<file path="config.mk">
export PLATFORM = sky130hd
export DESIGN_NAME = regfile_dump
export DESIGN_NICKNAME = d
export VERILOG_FILES = /design/src/rtl/regfile_dump.sv
export SDC_FILE = /design/constraint.sdc
export NUM_CORES = 1
export LEC_CHECK = 0
export CAP_MARGIN = 20
export CELL_PAD_IN_SITES_DETAIL_PLACEMENT = 1
export CELL_PAD_IN_SITES_GLOBAL_PLACEMENT = 2
export CORE_MARGIN = 1.5
export CORE_UTILIZATION = 30
export DETAILED_ROUTE_END_ITERATION = 8
export PLACE_DENSITY_LB_ADDON = 0.1
export SLEW_MARGIN = 20
export SYNTH_ARGS = -nofsm -noshare
export SYNTH_HDL_FRONTEND = slang
export SYNTH_SLANG_ARGS = --single-unit
</file>
<file path="constraint.sdc">
create_clock -name clk -period 4.15 [get_ports clk]
set_clock_uncertainty 0.15 [all_clocks]
set_input_delay 0.83 -clock clk [delete_from_list [all_inputs] [get_ports clk]]
set_output_delay 0.83 -clock clk [all_outputs]
set_load 0.02 [all_outputs]
</file>
<file path="src/rtl/regfile_dump.sv">
// regfile_dump: walks register-file entries FIRST_REG..LAST_REG through a
// spare read port and streams each word out, tagged with its index. It also
// keeps a 32-bit wrap-around sum of the accepted words. It never writes the
// register file.
//
// Output handshake: a word transfers on any posedge where out_valid and
// out_ready are both high. While out_valid is high and out_ready is low,
// out_data and out_idx (and the read address AD) hold steady. out_valid
// drops after the transfer.
module regfile_dump #(
   parameter int FIRST_REG = 0,
   parameter int LAST_REG  = 31
) (
   input  logic        clk,
   input  logic        rst,
   input  logic        start,
   input  logic        abort,
   output logic [4:0]  AD,
   input  logic [31:0] RD,
   output logic        out_valid,
   input  logic        out_ready,
   output logic [31:0] out_data,
   output logic [4:0]  out_idx,
   output logic        busy,
   output logic        done,
   output logic [31:0] checksum,
   output logic [1:0]  dbg_state
);

   typedef enum logic [1:0] {
      S_IDLE = 2'd0,
      S_READ = 2'd1,
      S_HOLD = 2'd2,
      S_DONE = 2'd3
   } state_t;

   localparam logic [4:0] LP_FIRST = 5'(FIRST_REG);
   localparam logic [4:0] LP_LAST  = 5'(LAST_REG);

   state_t      r_state;
   logic [4:0]  r_idx;
   logic        r_out_valid;
   logic [31:0] r_out_data;
   logic [4:0]  r_out_idx;
   logic        r_done;
   logic [31:0] r_checksum;
   logic        w_accept;

   // A word is taken whenever the held word meets a ready consumer.
   assign w_accept = (r_state == S_HOLD) && out_ready;

   // Read address follows the walk index in every state, so it holds steady during stalls.
   assign AD        = r_idx;
   assign out_valid = r_out_valid;
   assign out_data  = r_out_data;
   assign out_idx   = r_out_idx;
   assign done      = r_done;
   assign checksum  = r_checksum;
   assign busy      = (r_state == S_READ) || (r_state == S_HOLD);
   assign dbg_state = r_state;

   // Dump sequencer: IDLE -> READ -> HOLD -> (READ ... | DONE) -> IDLE, with abort back to IDLE.
   always_ff @(posedge clk) begin
      if (rst) begin
         r_state     <= S_IDLE;
         r_idx       <= 5'd0;
         r_out_valid <= 1'b0;
         r_out_data  <= 32'd0;
         r_out_idx   <= 5'd0;
         r_done      <= 1'b0;
         r_checksum  <= 32'd0;
      end else begin
         r_done <= 1'b0;
         case (r_state)
            S_IDLE: begin
               if (start) begin
                  r_idx      <= LP_FIRST;
                  r_checksum <= 32'd0;
                  r_state    <= S_READ;
               end
            end
            S_READ: begin
               if (abort) begin
                  r_out_valid <= 1'b0;
                  r_state     <= S_IDLE;
               end else begin
                  // RD is captured here; later writes to this entry do not reach the held word.
                  r_out_data  <= RD;
                  r_out_idx   <= r_idx;
                  r_out_valid <= 1'b1;
                  r_state     <= S_HOLD;
               end
            end
            S_HOLD: begin
               if (w_accept) begin
                  r_checksum  <= r_checksum + r_out_data;
                  r_out_valid <= 1'b0;
               end
               if (abort) begin
                  r_out_valid <= 1'b0;
                  r_state     <= S_IDLE;
               end else if (w_accept) begin
                  if (r_idx == LP_LAST) begin
                     r_done  <= 1'b1;
                     r_state <= S_DONE;
                  end else begin
                     r_idx   <= r_idx + 5'd1;
                     r_state <= S_READ;
                  end
               end
            end
            S_DONE: begin
               r_state <= S_IDLE;
            end
            default: begin
               r_state <= S_IDLE;
            end
         endcase
      end
   end

endmodule

</file>
After elaboration in Yosys (flattened, before gate mapping)
Index checks and enable logic that the tools add are counted.
- add/subtract/negate cells: 2
- $mul: 0
- divide/modulo/power cells: 0
- order comparisons: 0
- eq/ne operators: 9
- shifts and indexed selects: 0
- muxes and demuxes: 19
- bitwise logic cells: 3
- reductions and logical operators: 11
- operators with widths (operator ; number):
    2-to-1 mux 32 bit ; 2
    one-hot mux 32 bit (2 select lines) ; 1
    adder 32 bit ; 1
    2-to-1 mux 5 bit ; 4
    2-to-1 mux 2 bit ; 5
    one-hot mux 5 bit (2 select lines) ; 1
    inequality test 2 bit (second input constant) ; 4
    one-hot mux 2 bit (4 select lines) ; 1
    AND reduction 2 bit ; 3
    adder 5 x 1 -> 5 bit (second input constant) ; 1
    equality test 5 bit (second input constant) ; 1
    AND reduction 5 bit ; 1
    equality test 2 bit (second input constant) ; 2
    2-to-1 mux 1 bit ; 4
    nonzero test 2 bit ; 2
    OR reduction 4 bit ; 1
    inequality test 3 bit (second input constant) ; 1
    NOT 1 bit ; 3
    AND reduction 3 bit ; 1
    equality test 2 x 1 -> 1 bit (second input constant) ; 1
    zero test 2 bit ; 1
    one-hot mux 1 bit (2 select lines) ; 1
    logical AND 1 bit ; 1
    logical OR 1 bit ; 1
- register bits: 78
- bits in latches: 0
- bits in writable memories: 0
- bits in read-only memories: 0
- input port bits: 37
- output and inout bits: 79
- memories kept: 0

Longest topological paths before layout
Gate-level depths: netlist of the first run.
- depth in word-level cells: 5
- mapped depth: 12

Worst setup path after synthesis of the first run
OpenSTA, ideal clock, no wires.
- kind: register -> register
- start: register r_checksum[0] (netlist: checksum[0])
- end: register r_checksum[22] (netlist: checksum[22])
- arrival time: 2532 ps
- slack: 1350 ps
- stages on the path, launching flop included: 13
- cells stage by stage: dfxtp_1 ha_1 inv_1 fa_1 nor2b_4 o21ai_2 a21oi_2 nor2_1 o21a_1 a211oi_2 o21ai_1 a21o_1 a32o_1
- word-level cells in the longest chain between the ends: 3
- ends and longest elaborated chain (element ; RTL line ; source):
    start, declared ; 46 ; logic [31:0] r_checksum;
    start signal, assigned ; 96 ; r_checksum <= r_checksum + r_out_data;
    adder 32 bit ; 96 ;
    2-to-1 mux 32 bit ; 95 ; if (w_accept) begin
    one-hot mux 32 bit (2 select lines) ; 74 ; case (r_state)
No other way between the ends. The select of a mux whose other input is x is not followed.
A chain may end at the register's enable or synchronous reset.

Final worst setup path of the first run
- start: register r_out_data[0] (netlist: out_data[0])
- end: register r_checksum[30] (netlist: checksum[30])
- word-level cells in the longest chain between the ends: 3
- ends and longest elaborated chain (element ; RTL line ; source):
    start, declared ; 43 ; logic [31:0] r_out_data;
    start signal, assigned ; 68 ; r_out_data <= 32'd0;
    start signal, assigned ; 88 ; r_out_data <= RD;
    adder 32 bit ; 96 ;
    2-to-1 mux 32 bit ; 95 ;
    one-hot mux 32 bit (2 select lines) ; 74 ;
No other way between the ends. The select of a mux whose other input is x is not followed.

==> results.md, run 1 <==
* Final worst path period share at 0.729
* Min Hold Slack at 314 ps
* Synth-to-Final Area Change at 34.9%
* M2 GR Usage at 0.313
* Actual slew at the worst max-slew pin at 834 ps
* Post-synthesis cell count at 580
* Layout cells sized above 1 at 0.0507
* Crit path kind: flop to flop
* Mean routed wirelength per cell at 16.8 um
* Hold bufs inserted after CTS at 0
* Setup TNS at 0 ps
* Vias per cell at 5.19
* Gr busiest metal: met2
* WHS Endpoint: out_idx[0]
* Mapped Area at 4590 um^2
* Nets at 761
* Fin. max-slew vios at 0
* Fillers at 1842
* Maxcap violations at 0
* Hold Crit Class: flop to flop
* Fin cells at 878
* Initial antenna violation count at 0
* Critical R2R Launch: out_data[0]
* Worst-Skew Late Latency at 350 ps
* Post-synthesis sequential area ratio at 0.340
* Final ANT Viol Nets at 0
* Total CTS buffers at 9
* Ys async rst share at 0
* Worst r2r dst: checksum[30]
* R2R depth at 12
* Status: finished, final reports clean
* Placeable Area at 15100 um^2
* Post-DP HPWL at 10900 um
* CTS root buf: clkbuf_16
* Cells on Worst Hold Path at 2
* Grt ovf at 0
* Row count at 45
* Placed Area at 5920 um^2
* I/O pin total at 116
* Die area at 16000 um^2
* Most used flip-flop cell after synthesis: dfxtp_1
* Seq pwr share at 0.436
* Post-CTS Setup Bufs at 0
* Switch Pwr at 0.489 mW
* Hold Path Origin: out_idx[0]
* #FFs+latches synth at 78
* Area share of the largest cell type after synthesis at 0.340
* Leak Pwr at 2.48 nW
* Clk pin slew, worst setup/hold paths at 60 ps
* Finished Cell Area at 6190 um^2
* Synth warnings at 0
* Critical Path RT at 4200 ps
* Avg Synthesized Cell Area at 7.91 um^2
* Biggest area consumer among synthesized cells: dfxtp_1
* Placed instance count at 863
* CTS tree: built
* Startpoint types: flop
* DRC Markers at 0
* Crit-path max FO at 3
* Syn_nets at 655
* Number of synthesized flops with an enable pin at 0
* Pint at 1.32 mW
* Worst reg2reg setup slack at 1130 ps
* Die height at 127 um
* F_max at 0.331 GHz
* Crit path DAT at 3070 ps
* Met3 track demand over resource at 0.0506
* Logic pwr share at 0.152
* Hold Vio Cnt, Final at 0
* Relative slew slack at 0.444
* ANT cells at 0
* Switching Share at 0.270
* Maximum vdd drop at 187 uV
* Clock share of power at 0.412
* Main area contributors after synthesis: dfxtp_1 34%, ha_1 10%, nand2_1 9.0%
* Yosys cell types at 58
* 1st-pass router iterations at 4
* GR Layer Usage met1 at 0.249
* Vias in the first global route at 4677
* Initial Util at 0.304
* Clk buf depth at 2
* Worst slack, placed at 800 ps
* Largest net degree at the start of global routing at 33
* PwrDens at 293 nW/um^2
* Clock sinks at 78
* Gp weighted congestion at 0.851
* DR vias at 4560
* DRT iter0 DRCs at 181
* Min Clock Period, post-route at 3020 ps
* Post-CTS sizing at 0
* First-pass GRT wire length at 24300 um
* RSZ-0062 raised after global routing: no
* Crit. End Element: flop
* Post-route setup slack at 1130 ps
* Total track usage at 0.190
* Setup violators final at 0
* H-tree Lvls at 3
* DRT Wirelength at 14800 um
* Port buffer count at 115
* DIE WIDTH at 127 um
critical path, cell delays in order, from the launching register on:
cell,delay (ps)
dfxtp_1,340
ha_1,220
inv_1,70
fa_1,250
nor2b_4,60
o21ai_2,140
a21oi_2,90
o311a_4,380
a311oi_2,460
o31ai_2,180
a221oi_2,310
xnor2_1,150
o21ai_1,70
cells in the final DEF (no fill, tap or decap), types with 8 or more instances in the layout:
master,instances
inv_1,17
o21ai_0,9
o21ai_1,21
xnor2_1,13
clkbuf_16,9
a21oi_1,69
ha_1,37
a21o_1,23
xor2_1,13
nand2b_1,14
nand3_1,13
and3_1,8
clkdlybuf4s50_1,114
nand2_1,110
nor2_1,41
dfxtp_1,78
a22oi_1,10
synthesized netlist by cell type (all sizes together) (2+ instances only):
cell    instances
o41ai           2
a21o           23
o31a            3
o311a           2
nand3          13
a211o           2
o21a            5
inv            17
a21boi          4
a21oi          70
buf             8
nor3            5
o21bai          7
xor2           13
a211oi          5
nor3b           2
a22oi          10
a31oi           4
o21ai          31
nor2b           4
xnor2          13
nand2         111
ha             37
nand4           4
o22ai           3
and3            8
nand2b         14
o31ai           5
and2            2
nor2           41
dfxtp          78
mux2i           3
clkbuf         19
area by class of cell:
type	count	area, um^2	area share
Multi-Input combinational cell	458	2860	0.462
Inverter	17	63.8	0.0103
Tap cell	188	235	0.0380
Sequential cell	78	1560	0.252
Timing Repair Buffer	122	1200	0.194
Clock inverter	1	5.00	0.000808
Clock buffer	14	264	0.0426
power by group through the flow:
stage               Clock (mW)  Combinational, mW  Sequential, mW
floorplan                    0              0.126           0.827
global placement             0              0.274           0.806
detailed placement           0              0.279           0.807
CTS                      0.775              0.281           0.790
global route             0.807              0.303           0.793
finish                   0.746              0.276           0.790
flip-flops by register name, summed over array words and instances, names as in the netlist:
| signal | cells |
|---|---|
| checksum | 32 |
| out_idx | 5 |
| dbg_state | 2 |
| AD | 5 |
| out_data | 32 |
| out_valid | 1 |
| done | 1 |
through the flow:
stage	utilization	power (mW)
after CTS	0.410	1.85
after detailed placement	0.392	1.09
after global routing	0.410	1.90
after global placement	0.392	1.08
after floorplan	-	0.953
final	0.410	1.81
logic make-up (layout without fill, tap and decap cells):
family,count (synthesis),after routing,synth area share
AOI/OAI and AO/OA,184,184,0.263
xor gates and xnor gates,26,26,0.0496
adders and majority gates,38,38,0.105
buffers and inverters,44,154,0.0365
DFF,78,78,0.340
muxes,3,3,0.00654
and+or+nand+nor,207,207,0.199
worst max-delay path by stage:
| stage | startpoint | endpoint | slack [ps] |
|---|---|---|---|
| global route | start | checksum[31] | 960 |
| global placement | start | checksum[31] | 920 |
| CTS | out_data[0] | checksum[30] | 1090 |
| detailed placement | start | checksum[31] | 800 |
| floorplan | checksum[0] | checksum[22] | 1350 |
| finish | out_data[0] | checksum[30] | 1130 |
per-layer routing:
metal	vias to the layer above	wire length (um)
met5	-	0
met4	0	129
met3	11	651
met2	75	6930
met1	2229	7040
li1	2245	-
Note: power is estimated with default switching activity, not from simulation.
==> run 2, diff against run 1 <==
--- a/config.mk
+++ b/config.mk
@@ -9,7 +9,7 @@
 export CELL_PAD_IN_SITES_DETAIL_PLACEMENT = 1
 export CELL_PAD_IN_SITES_GLOBAL_PLACEMENT = 2
 export CORE_MARGIN = 1.5
-export CORE_UTILIZATION = 30
+export CORE_UTILIZATION = 28
 export DETAILED_ROUTE_END_ITERATION = 8
 export PLACE_DENSITY_LB_ADDON = 0.1
 export SLEW_MARGIN = 20
==> constraint.sdc (replaced) <==
create_clock -name clk -period 2.8 [get_ports clk]
set_clock_uncertainty 0.15 [all_clocks]
set_input_delay 0.56 -clock clk [delete_from_list [all_inputs] [get_ports clk]]
set_output_delay 0.56 -clock clk [all_outputs]
set_load 0.02 [all_outputs]
==> run 2 against run 1 <==
  * Clock power is 69% higher
  * Total power is 57% higher
  * Hold slack worse by 21 ps
  * Combinational power is 55% higher
  * Non-clock buffer count is 29 higher
  * Largest cell class unchanged
  * Largest power group is now clock
  * Highest routed layer unchanged
==> results.md, run 2 (synthesized netlist as in run 1, its figures left out) <==
* Status: finished, final reports clean (unchanged)
* Setup TNS at 0 ps (unchanged)
* PwrDens at 433 nW/um^2 (was 293 nW/um^2)
* Design Power at 2.85 mW (was 1.81 mW)
* Hold Crit Class: input pin to flop (was flop to flop)
* Crit path kind: flop to flop (unchanged)
* I/O pin total at 116 (unchanged)
* Maximum vdd drop at 259 uV (was 187 uV)
* Critical R2R Launch: out_data[0] (unchanged)
* 1st-pass router iterations at 4 (unchanged)
* Worst slack, placed at -43.9 ps (was 800 ps)
* Critical Path RT at 2870 ps (was 4200 ps)
* Initial antenna violation count at 0 (unchanged)
* Fin. max-slew vios at 0 (unchanged)
* Clk buf depth at 2 (unchanged)
* Most common cell after layout, fill and taps aside: clkdlybuf4s50_1 (unchanged)
* Switch Pwr at 0.788 mW (was 0.489 mW)
* Min Clock Period, post-route at 2690 ps (was 3020 ps)
* ANT cells at 0 (unchanged)
* Finished Cell Area at 6590 um^2 (was 6190 um^2)
* Pint at 2.07 mW (was 1.32 mW)
* DR vias at 4592 (was 4560)
* Vias per cell at 4.91 (was 5.19)
* Die height at 131 um (was 127 um)
* DIE WIDTH at 131 um (was 127 um)
* Synth-to-Final Area Change at 43.6% (was 34.9%)
* Worst r2r dst: checksum[30] (unchanged)
* Startpoint types: flop (unchanged)
* Total track usage at 0.187 (was 0.190)
* R2R depth at 12 (unchanged)
* Crit. End Element: flop (unchanged)
* Fillers at 1905 (was 1842)
* Hold bufs inserted after CTS at 0 (unchanged)
* Gp weighted congestion at 0.808 (was 0.851)
* Port buffer count at 115 (unchanged)
* Setup violators final at 0 (unchanged)
* Switching Share at 0.276 (was 0.270)
* Total CTS buffers at 9 (unchanged)
* Worst-Skew Late Latency at 350 ps (about the same)
* Setup crit start: out_data[0] (unchanged)
* Seq pwr share at 0.410 (was 0.436)
* Critical Path Sink: checksum[30] (unchanged)
* Min Hold Slack at 292 ps (was 314 ps)
* Final Util at 0.413 (was 0.410)
* Final ANT Viol Nets at 0 (unchanged)
* Final worst path period share at 0.962 (was 0.729)
* Logic pwr share at 0.150 (was 0.152)
* Multi-input gate area at 2960 um^2 (was 2860 um^2)
* Actual slew at the worst max-slew pin at 693 ps (was 834 ps)
* H-tree Lvls at 3 (unchanged)
* Grt ovf at 0 (unchanged)
* Row count at 46 (was 45)
* Layout cells sized above 1 at 0.113 (was 0.0507)
* Post-route setup slack at 106 ps (was 1130 ps)
* Relative slew slack at 0.538 (was 0.444)
* RSZ-0062 raised after global routing: yes (was no)
* Post-DP HPWL at 11500 um (was 10900 um)
* Maxcap violations at 0 (unchanged)
* F_max at 0.371 GHz (was 0.331 GHz)
* Crit-path max FO at 2 (was 3)
* DRT Wirelength at 15300 um (was 14800 um)
* Die area at 17200 um^2 (was 16000 um^2)
* First-pass GRT wire length at 24600 um (was 24300 um)
* CTS tree: built (unchanged)
* Leak Pwr at 2.66 nW (was 2.48 nW)
* Crit path DAT at 2760 ps (was 3070 ps)
* DRC Markers at 0 (unchanged)
* Sequential cell area at 1570 um^2 (was 1560 um^2)
* Vias in the first global route at 4762 (was 4677)
* Clk pin slew, worst setup/hold paths at 60 ps (about the same)
* Clock sinks at 78 (unchanged)
* Largest net degree at the start of global routing at 58 (was 33)
* Commonest non-fill, non-tap cells in the layout: 114 x clkdlybuf4s50_1, 110 x nand2_1, 75 x dfxtp_1 (was 114 x clkdlybuf4s50_1, 110 x nand2_1, 78 x dfxtp_1)
* Nets at 790 (was 761)
* DRT iter0 DRCs at 211 (was 181)
* Fin cells at 936 (was 878)
* Clock share of power at 0.440 (was 0.412)
* Worst reg2reg setup slack at 110 ps (was 1130 ps)
* Placeable Area at 15900 um^2 (was 15100 um^2)
* Mean routed wirelength per cell at 16.4 um (was 16.8 um)
* Initial Util at 0.288 (was 0.304)
* Placed instance count at 916 (was 863)
* CTS root buf: clkbuf_16 (unchanged)
* Placed Area at 6140 um^2 (was 5920 um^2)
* Hold Vio Cnt, Final at 0 (unchanged)
run 2: worst max-delay path: stages, from the launching register on:
cell	delay (ps)
dfxtp_2	330
ha_4	170
inv_4	50
fa_2	220
nor2b_4	40
o21ai_2	160
a21oi_2	90
o311a_4	340
a311oi_4	380
o31ai_4	100
a221oi_2	290
xnor2_1	150
o21ai_1	70
run 2: cell type report:
cell class,count,share of cell area
multi-input cells,458,0.449
flip-flops and latches,78,0.238
repair buffers,151,0.215
well taps,216,0.0410
clock buffers,11,0.0384
inverters,17,0.0101
clock inverters,5,0.00874
run 2: how the worst min path moves through the flow:
stage / startpoint / end / slack [ps] / cells after the start
after detailed placement: out_idx[3] / out_idx[3] / 300 / 2
after CTS: rst / checksum[23] / 290 / 2
after global routing: rst / checksum[23] / 320 / 2
after global placement: out_idx[0] / out_idx[0] / 290 / 2
final: rst / checksum[23] / 290 / 2
after floorplan: out_idx[0] / out_idx[0] / 380 / 2
run 2: power by group through the flow:
stage	Clock (mW)	Sequential (mW)	Combinational (mW)
2_1_floorplan	0	1.23	0.186
3_3_place_gp	0	1.19	0.421
3_5_place_dp	0	1.20	0.430
4_1_cts	1.30	1.17	0.433
5_1_grt	1.34	1.18	0.472
6_report	1.26	1.17	0.428
run 2: routing by layer:
metal	GRT usage	up-vias	wire length, um
li1	-	2310	-
met1	0.243	2177	7370
met2	0.306	87	7050
met3	0.0375	18	665
met4	0.0679	0	266
met5	0	-	0
run 2: timing repair:
action,4_1_cts,5_1_grt
pin swaps,1,13
endpoints found under the setup margin,2,10
buffers inserted,0,4
resized for setup,2,18
hold endpoints to repair,0,0
